## src/rtl/button_input_if.sv

```systemverilog
// button_input_if: groups the raw button pins with the debounced
// level and strobe outputs of button_input.
// The DUT side uses the slave modport. The driving/consuming side uses master.
interface button_input_if #(
  parameter int N = 4
);

  logic [N-1:0] i_btn_n;
  logic [N-1:0] o_pressed;
  logic [N-1:0] o_press;
  logic [N-1:0] o_release;

  modport master (
    output i_btn_n,
    input  o_pressed,
    input  o_press,
    input  o_release
  );

  modport slave (
    input  i_btn_n,
    output o_pressed,
    output o_press,
    output o_release
  );

endinterface

```

## src/rtl/button_input.sv

```systemverilog
// button_input: conditions N raw active-low push-buttons into a debounced
// pressed level plus single-cycle press/release strobes.
// Each button has a 2-flop synchronizer and its own debounce FSM.
// Optional feature macro: BUTTON_REPEAT_EN adds hold-to-repeat press strobes.
// When the macro is undefined, no repeat logic or counters exist.
module button_input #(
  parameter int N               = 4,
  parameter int DEBOUNCE_CYCLES = 500000,
  parameter int REPEAT_DELAY    = 25000000,
  parameter int REPEAT_PERIOD   = 5000000
) (
  input  logic           clk,
  input  logic           nreset,
  button_input_if.slave  bus
);

  // The debounce counter only ever reaches DEBOUNCE_CYCLES-1.
  localparam int CW = (DEBOUNCE_CYCLES < 2) ? 1 : $clog2(DEBOUNCE_CYCLES);
  localparam logic [CW-1:0] CntLast = CW'(DEBOUNCE_CYCLES - 1);
  localparam logic [CW-1:0] CntOne  = CW'(1);

  typedef enum logic [1:0] {
    ST_RELEASED,
    ST_PRESS_PEND,
    ST_PRESSED,
    ST_RELEASE_PEND
  } state_t;

  if (N < 1 || N > 32) begin : g_chk_n
    $error("button_input: N must be between 1 and 32");
  end
  if (DEBOUNCE_CYCLES < 2) begin : g_chk_db
    $error("button_input: DEBOUNCE_CYCLES must be at least 2");
  end

`ifdef BUTTON_REPEAT_EN
  // The repeat counter is shared by the HOLD and REPEAT sub-phases.
  // It is sized for the longer of the two intervals.
  localparam int RMax = (REPEAT_DELAY > REPEAT_PERIOD) ? REPEAT_DELAY : REPEAT_PERIOD;
  localparam int RW   = (RMax < 2) ? 1 : $clog2(RMax);
  localparam logic [RW-1:0] DelayLast  = RW'(REPEAT_DELAY - 1);
  localparam logic [RW-1:0] PeriodLast = RW'(REPEAT_PERIOD - 1);

  typedef enum logic {
    PH_HOLD,
    PH_REPEAT
  } phase_t;

  if (REPEAT_DELAY < 1 || REPEAT_PERIOD < 2) begin : g_chk_rep
    $error("button_input: REPEAT_DELAY must be >= 1 and REPEAT_PERIOD >= 2");
  end
`else
  if (REPEAT_DELAY < 0 || REPEAT_PERIOD < 0) begin : g_chk_rep
    $error("button_input: repeat parameters must not be negative");
  end
`endif

  logic [N-1:0] r_sync1;
  logic [N-1:0] r_sync2;
  logic [N-1:0] w_s;
  logic [N-1:0] w_pressed;
  logic [N-1:0] w_press;
  logic [N-1:0] w_release;

  // Two-flop synchronizer. It resets to "released" so a held button after reset
  // must go through the full debounce again.
  always_ff @(posedge clk or negedge nreset) begin
    if (!nreset) begin
      r_sync1 <= '1;
      r_sync2 <= '1;
    end else begin
      r_sync1 <= bus.i_btn_n;
      r_sync2 <= r_sync1;
    end
  end

  assign w_s = ~r_sync2;

  for (genvar gi = 0; gi < N; gi++) begin : g_btn

    state_t        r_state;
    state_t        w_stateNext;
    logic [CW-1:0] r_cnt;
    logic [CW-1:0] w_cntNext;
    logic          r_pressed;
    logic          w_pressedNext;
    logic          r_press;
    logic          w_pressNext;
    logic          r_release;
    logic          w_releaseNext;
`ifdef BUTTON_REPEAT_EN
    logic [RW-1:0] r_rep;
    logic [RW-1:0] w_repNext;
    phase_t        r_phase;
    phase_t        w_phaseNext;
`endif

    // Per-button state, counters and registered outputs.
    always_ff @(posedge clk or negedge nreset) begin
      if (!nreset) begin
        r_state   <= ST_RELEASED;
        r_cnt     <= '0;
        r_pressed <= 1'b0;
        r_press   <= 1'b0;
        r_release <= 1'b0;
`ifdef BUTTON_REPEAT_EN
        r_rep     <= '0;
        r_phase   <= PH_HOLD;
`endif
      end else begin
        r_state   <= w_stateNext;
        r_cnt     <= w_cntNext;
        r_pressed <= w_pressedNext;
        r_press   <= w_pressNext;
        r_release <= w_releaseNext;
`ifdef BUTTON_REPEAT_EN
        r_rep     <= w_repNext;
        r_phase   <= w_phaseNext;
`endif
      end
    end

    // Debounce next-state logic. A level change is accepted only after
    // DEBOUNCE_CYCLES consecutive agreeing samples. Strobes default low.
    always_comb begin
      w_stateNext   = r_state;
      w_cntNext     = r_cnt;
      w_pressedNext = r_pressed;
      w_pressNext   = 1'b0;
      w_releaseNext = 1'b0;
`ifdef BUTTON_REPEAT_EN
      w_repNext     = r_rep;
      w_phaseNext   = r_phase;
`endif
      case (r_state)
        ST_RELEASED: begin
          if (w_s[gi]) begin
            w_stateNext = ST_PRESS_PEND;
            w_cntNext   = CntOne;
          end
        end
        ST_PRESS_PEND: begin
          if (!w_s[gi]) begin
            w_stateNext = ST_RELEASED;
            w_cntNext   = '0;
          end else if (r_cnt == CntLast) begin
            w_stateNext   = ST_PRESSED;
            w_cntNext     = '0;
            w_pressedNext = 1'b1;
            w_pressNext   = 1'b1;
`ifdef BUTTON_REPEAT_EN
            w_repNext     = '0;
            w_phaseNext   = PH_HOLD;
`endif
          end else begin
            w_cntNext = r_cnt + 1'b1;
          end
        end
        ST_PRESSED: begin
          if (!w_s[gi]) begin
            w_stateNext = ST_RELEASE_PEND;
            w_cntNext   = CntOne;
          end else begin
`ifdef BUTTON_REPEAT_EN
            if (r_phase == PH_HOLD) begin
              if (r_rep == DelayLast) begin
                w_pressNext = 1'b1;
                w_repNext   = '0;
                w_phaseNext = PH_REPEAT;
              end else begin
                w_repNext = r_rep + 1'b1;
              end
            end else begin
              if (r_rep == PeriodLast) begin
                w_pressNext = 1'b1;
                w_repNext   = '0;
              end else begin
                w_repNext = r_rep + 1'b1;
              end
            end
`endif
          end
        end
        ST_RELEASE_PEND: begin
          if (w_s[gi]) begin
            w_stateNext = ST_PRESSED;
            w_cntNext   = '0;
          end else if (r_cnt == CntLast) begin
            w_stateNext   = ST_RELEASED;
            w_cntNext     = '0;
            w_pressedNext = 1'b0;
            w_releaseNext = 1'b1;
`ifdef BUTTON_REPEAT_EN
            w_repNext     = '0;
            w_phaseNext   = PH_HOLD;
`endif
          end else begin
            w_cntNext = r_cnt + 1'b1;
          end
        end
        default: begin
          w_stateNext = ST_RELEASED;
          w_cntNext   = '0;
        end
      endcase
    end

    assign w_pressed[gi] = r_pressed;
    assign w_press[gi]   = r_press;
    assign w_release[gi] = r_release;

  end

  assign bus.o_pressed = w_pressed;
  assign bus.o_press   = w_press;
  assign bus.o_release = w_release;

endmodule

```

## src/flat_wrapper.sv

```systemverilog
// flat-port wrapper written by rule: the top's interface ports become plain ports
module button_input_flat 
#(
  parameter int N               = 4,
  parameter int DEBOUNCE_CYCLES = 500000,
  parameter int REPEAT_DELAY    = 25000000,
  parameter int REPEAT_PERIOD   = 5000000
)
  (clk, nreset, bus_i_btn_n, bus_o_pressed, bus_o_press, bus_o_release);
  button_input_if #(.N(N)) bus_i ();
  input  logic clk;
  input  logic nreset;
  input wire logic [$bits(bus_i.i_btn_n)-1:0] bus_i_btn_n;
  output wire logic [$bits(bus_i.o_pressed)-1:0] bus_o_pressed;
  output wire logic [$bits(bus_i.o_press)-1:0] bus_o_press;
  output wire logic [$bits(bus_i.o_release)-1:0] bus_o_release;
  assign bus_i.i_btn_n = bus_i_btn_n;
  assign bus_o_pressed = bus_i.o_pressed;
  assign bus_o_press = bus_i.o_press;
  assign bus_o_release = bus_i.o_release;
  button_input #(.N(N), .DEBOUNCE_CYCLES(DEBOUNCE_CYCLES), .REPEAT_DELAY(REPEAT_DELAY), .REPEAT_PERIOD(REPEAT_PERIOD)) u_core (.clk(clk), .nreset(nreset), .bus(bus_i));
endmodule
```

## config.mk

```make
export PLATFORM = sky130hd
export DESIGN_NAME = button_input_flat
export DESIGN_NICKNAME = d
export VERILOG_FILES = /design/src/rtl/button_input_if.sv /design/src/rtl/button_input.sv /design/src/flat_wrapper.sv
export SDC_FILE = /design/constraint.sdc
export NUM_CORES = 1
export LEC_CHECK = 0
export CORE_MARGIN = 1
export CORE_UTILIZATION = 35
export CTS_CLUSTER_SIZE = 16
export DETAILED_ROUTE_END_ITERATION = 12
export PLACE_DENSITY_LB_ADDON = 0.25
export SLEW_MARGIN = 20
export SYNTH_ARGS = -nofsm -noshare
export SYNTH_HDL_FRONTEND = slang
export SYNTH_SLANG_ARGS = --single-unit
```

## constraint.sdc

```tcl
create_clock -name clk -period 2.65 [get_ports clk]
set_input_delay 0.53 -clock clk [delete_from_list [all_inputs] [get_ports clk]]
set_output_delay 0.53 -clock clk [all_outputs]
set_load 0.03 [all_outputs]
```

; After elaboration in Yosys (flattened, before gate mapping)
; Index checks and enable logic that the tools add are counted.
[op_classes]
addsub = 4
bitwise_logic = 1
n_reduce_logical = 20
mux = 92
n_eq_ne = 48
[ops]
columns = cell, n
row1 = 19-bit 2-to-1 mux, 20
row2 = 19-bit case mux with 4 select lines, 4
row3 = "19-bit by 1-bit adder with 19-bit output, second input constant", 4
row4 = "19-bit equality test, second input constant", 4
row5 = 2-bit 2-to-1 mux, 24
row6 = 1-bit 2-to-1 mux, 36
row7 = "2-bit by 1-bit != test with 1-bit output, second input constant", 16
row8 = 2-bit case mux with 4 select lines, 4
row9 = 5-bit AND reduction, 4
row10 = "2-bit equality test, second input constant", 8
row11 = "2-bit != test, second input constant", 8
row12 = 4-bit AND reduction, 4
row13 = "3-bit by 1-bit != test with 1-bit output, second input constant", 4
row14 = "3-bit != test, second input constant", 4
row15 = "2-bit by 1-bit equality test with 1-bit output, second input constant", 4
row16 = 2-bit logical NOT, 4
row17 = 1-bit case mux with 2 select lines, 4
row18 = 2-bit AND reduction, 4
row19 = 2-bit nonzero test, 4
row20 = 4-bit NOT, 1
[totals]
out_inout_bits = 12
input_bits = 6
reg_bits = 104

; Logic depth before layout (Yosys ltp)
[depth]
depth_word = 4
depth_mapped = 8
mapped_depth_nobuf = 6

; Least setup slack after synthesis
; Ideal clock, no wire load.
[synth_timing]
kind = reg2reg
from = register u_core.g_btn[2].r_cnt[11]
to = register u_core.g_btn[2].r_cnt[12]
arrival_ps = 1903
required_time_ps = 2529
setup_time_ps = 121
n_path_buf = 1
stages_incl_launch_ff = 7
synth_period_minus_slack_ps = 2024
setup_slack_ps = 626
path_cell_list = dfrtp_1 > or4_4 > nor4_4 > a21oi_2 > buf_6 > a21o_1 > a22o_1
[synth_via]
elab_chain_cells = 4
elab_cells_between_ends = 6
classes_between = add/sub: 1 / eq/ne: 1 / mux: 4
[synth_lines]
columns = element, line
row1 = "start, declared", button_input.sv:83  ; logic [CW-1:0] r_cnt;
row2 = "start signal, assigned", button_input.sv:112  ; r_cnt <= w_cntNext;
row3 = 19-bit by 1-bit adder with 19-bit output or 19-bit equality test (tied branches), --
row4 = 19-bit 2-to-1 mux (*), "button_input.sv:146, button_input.sv:188"
row5 = "19-bit 2-to-1 mux, on equally long branches", "button_input.sv:185, button_input.sv:143"
row6 = 19-bit case mux with 4 select lines (*), button_input.sv:135  ; case (r_state)
; Every way passes the cells marked *; elsewhere a longest branch is shown, timed or not.
; A chain may end at the register's enable or synchronous reset.

==> qor.csv <==
stage,metric,value,unit
clocking,cts.sinks,104,
power,p_clk_share,43.6,%
global_route,grt_pass1_wl,19.33,mm
synth,muxShareOfSynthArea,0.9363,%
worst_setup_path,end_kind,flip-flop,
power,p_int,2.523,mW
synth,synth_ff_type,dfrtp_1,
synth,yosys.area_share.simple,22.54,%
place,placed_area,5648,µm²
cells_and_area,syn2layout_area_growth,11.80,%
synth,synth_xor_area_share,1.475,%
sta,finalSetupViolCount,0,
power,ir_drop,0.0003294,V
worst_setup_path,crit_fanout,26,
synth,synth_fa_ha_area_share,0.9363,%
cells_and_area,num_antenna_cells,0,
global_route,grt_pass1_vias,4127,
synth,synthArstFlopShare,100.0,%
power,total_power,3.299,mW
synth,ys_ff_latch,104,
sta,final_max_slew_viol_count,0,
route,final_antenna_net_count,0,
clocking,cts_buffers,9,
worst_setup_path,path_class,reg2reg,
global_route,grt-ovfl-total,0,
sta,tightest_slew,1.054,ns
worst_setup_path,critPathLaunchType,flip-flop,
synth,synth-compound-area-share,20.48,%
power,p_sw,776.1,µW
sta,min_period,2.404,ns
clocking,holdBufCountCts,0,
min_path,hold_path_class,in2async,
die,die_w,125.6,µm
clocking,cts_buffer_depth,2,
route,drt_iter0_drc,318,
route,routed_via_density,5.588,
route,wl_per_cell,14.16,µm
cells_and_area,final_common_cell,dfrtp_1,
sta,setup_tns,0,ns
synth,ys_types,55,
global_route,grt_use_total,14.94,%
power,leakagePower,2.419,nW
synth,synthesis.nets,586,
job,maxCapViolCount,0,
die,core_area,14700,µm²
power,power.share.combinational,5.9,%
cells_and_area,finalInstanceArea,5976,µm²
synth,synth_cells,576,
clocking,cts_root_buf,clkbuf_16,
cells_and_area,final_cell_mix,"dfrtp_1, nand2_1, a21oi_1",
power,p_seq_share,50.5,%
clocking,cts_tree,done,
place,dp_hpwl,7.376,mm
worst_setup_path,cp_data_arrival_time,2.68,ns
place,portBuffers,17,
die,die_area,15770,µm²
clocking,post_cts_resize_count,0,
cells_and_area,drive_gt1_share,7.823,%
power,swShare,23.52,%
route,drt-pass1-iter-count,9,
synth,yosys.area.top_type,dfrtp_1,
clocking,cts_setup_buffers,0,
sta,clock.fmax,416.0,MHz
global_route,grt_antenna_before_repair,0,
synth,synth_top_family_by_area,simple AND/OR/NAND/NOR gates,
place,place_congestion,0.7880,
clocking,h-tree-depth,3,
synth,syn_area,5345,µm²
global_route,grt_max_degree,53,
cells_and_area,fin_nets,593,
synth,synth.avg_cell_area,9.280,µm²
die,start_util,36.36,%
die,io_pins,18,
power,power_density,552.1,nW/µm²
synth,ys_seq_area_share,48.88,%
route,drc,2,
synth,synth_enable_flop_cells,0,
sta,period_share,90.71,%
clocking,clk_latency,0.35,ns
status,status,"complete, but fails checks",
sta,rsz0062_at_grt,no,
clocking,clk_pin_slew,0.07,ns
sta,slew-limit-headroom,29.75,%
worst_setup_path,worstPathRequired,2.93,ns
status,violations,DRC,
sta,skew,0.007959,ns
synth,synth_top_area_share,44.94,%
sta,hold_viol,0,
route,drt-total-wl,10.93,mm
synth,synthTopCellsByArea,"dfrtp_1, nand2_1, a31oi_1, a21oi_1, dfstp_2",
worst_setup_path,reg2reg_slack,0.25,ns
die,rows,44,
route,vias,4314,
synth,ys_warn_count,0,
die,die_y,125.6,µm
==> stage by stage <==
step	std cells	hold slack, ns	setup WS, ns	utilization [%]
CTS	772	0.08231	0.1894	40.60
global route	772	0.09800	0.01205	40.65
finish	772	0.07321	0.2461	40.65
detailed placement	756	0.3468	0.2217	38.42
floorplan	576	0.2344	0.6264	-
global placement	756	0.3462	0.3019	38.42
==> synthesized netlist by cell type, types with 3 or more instances <==
library cell and count:
o31ai_1 6, or2_2 4, inv_1 19, o21ai_0 31
clkbuf_1 12, a41oi_1 13, nand3_1 42, dfrtp_1 96
and3_1 14, xnor2_1 6, nor3_1 14, nor2_1 33
or3_1 7, buf_4 12, nor4_1 5, a31oi_1 37
a21oi_1 45, buf_2 5, ha_1 4, a22o_1 10
nand2_1 70, and4_1 4, mux2i_1 5, a21o_1 10
a2bb2oi_1 3, nand2b_1 3, nand4_1 11, dfstp_2 8
and2_1 6, xor2_1 3
==> worst max-delay path, stage by stage (launching register included) <==
cell and delay [ns]:
dfrtp_1 0.42, xnor2_1 0.41, nand2_1 0.21, a21oi_2 0.80, o21ai_0 0.25, a31oi_1 0.22
==> cell type report <==
| type | instances | area, µm² |
|---|---|---|
| Clock buffer | 9 | 225.2 |
| Sequential cell | 104 | 2613 |
| Multi-Input combinational cell | 422 | 2486 |
| Timing Repair Buffer | 27 | 255.2 |
| Clock inverter | 7 | 95.09 |
| Inverter | 19 | 71.32 |
| Fill cell | 1404 | 8723 |
| Tap cell | 184 | 230.2 |
==> state kept, by name (all words and copies together) (netlist names), named ones only <==
| signal | cells |
|---|---|
| u_core.g_btn.r_pressed | 4 |
| u_core.g_btn.r_press | 4 |
| u_core.g_btn.r_release | 4 |
| u_core.g_btn.r_cnt | 76 |
| u_core.g_btn.r_state | 4 |
| u_core.r_sync2 | 4 |
| u_core.r_sync1 | 4 |
==> per-layer routing <==
metal	share of wire, %	track usage, %
met1	50	19.36
met4	1.5	6.169
met5	0	0
met3	2.1	2.482
met2	47	24.77
==> kinds of logic after synthesis <==
logic type	count (synthesis)
simple gates	232
compound gates	172
flops	104
buf+inv	50
xor+xnor	9
mux	5
fa+ha+maj	4
==> power groups by stage <==
stage / Clock [mW] / Combinational (mW) / Sequential [mW]
6_report: 1.44 / 0.195 / 1.67
5_1_grt: 1.53 / 0.224 / 1.67
4_1_cts: 1.49 / 0.199 / 1.66
3_5_place_dp: 0 / 0.197 / 1.70
3_3_place_gp: 0 / 0.191 / 1.69
2_1_floorplan: 0 / 0.125 / 1.69
==> final timing paths <==
kind,startpoint,depth (start not counted),to
setup reg to reg,flip-flop,5,u_core.g_btn[3].r_cnt[17]
hold / removal,nreset,1,u_core.g_btn[3].r_cnt[7]
max in group asynchronous,nreset,2,u_core.r_sync2[0]
min in group clk,u_core.r_sync1[1],0,u_core.r_sync2[1]
setup / recovery,flip-flop,5,u_core.g_btn[3].r_cnt[17]
hold reg to reg,u_core.r_sync1[1],0,u_core.r_sync2[1]
Note: power is estimated with default switching activity, not from simulation.
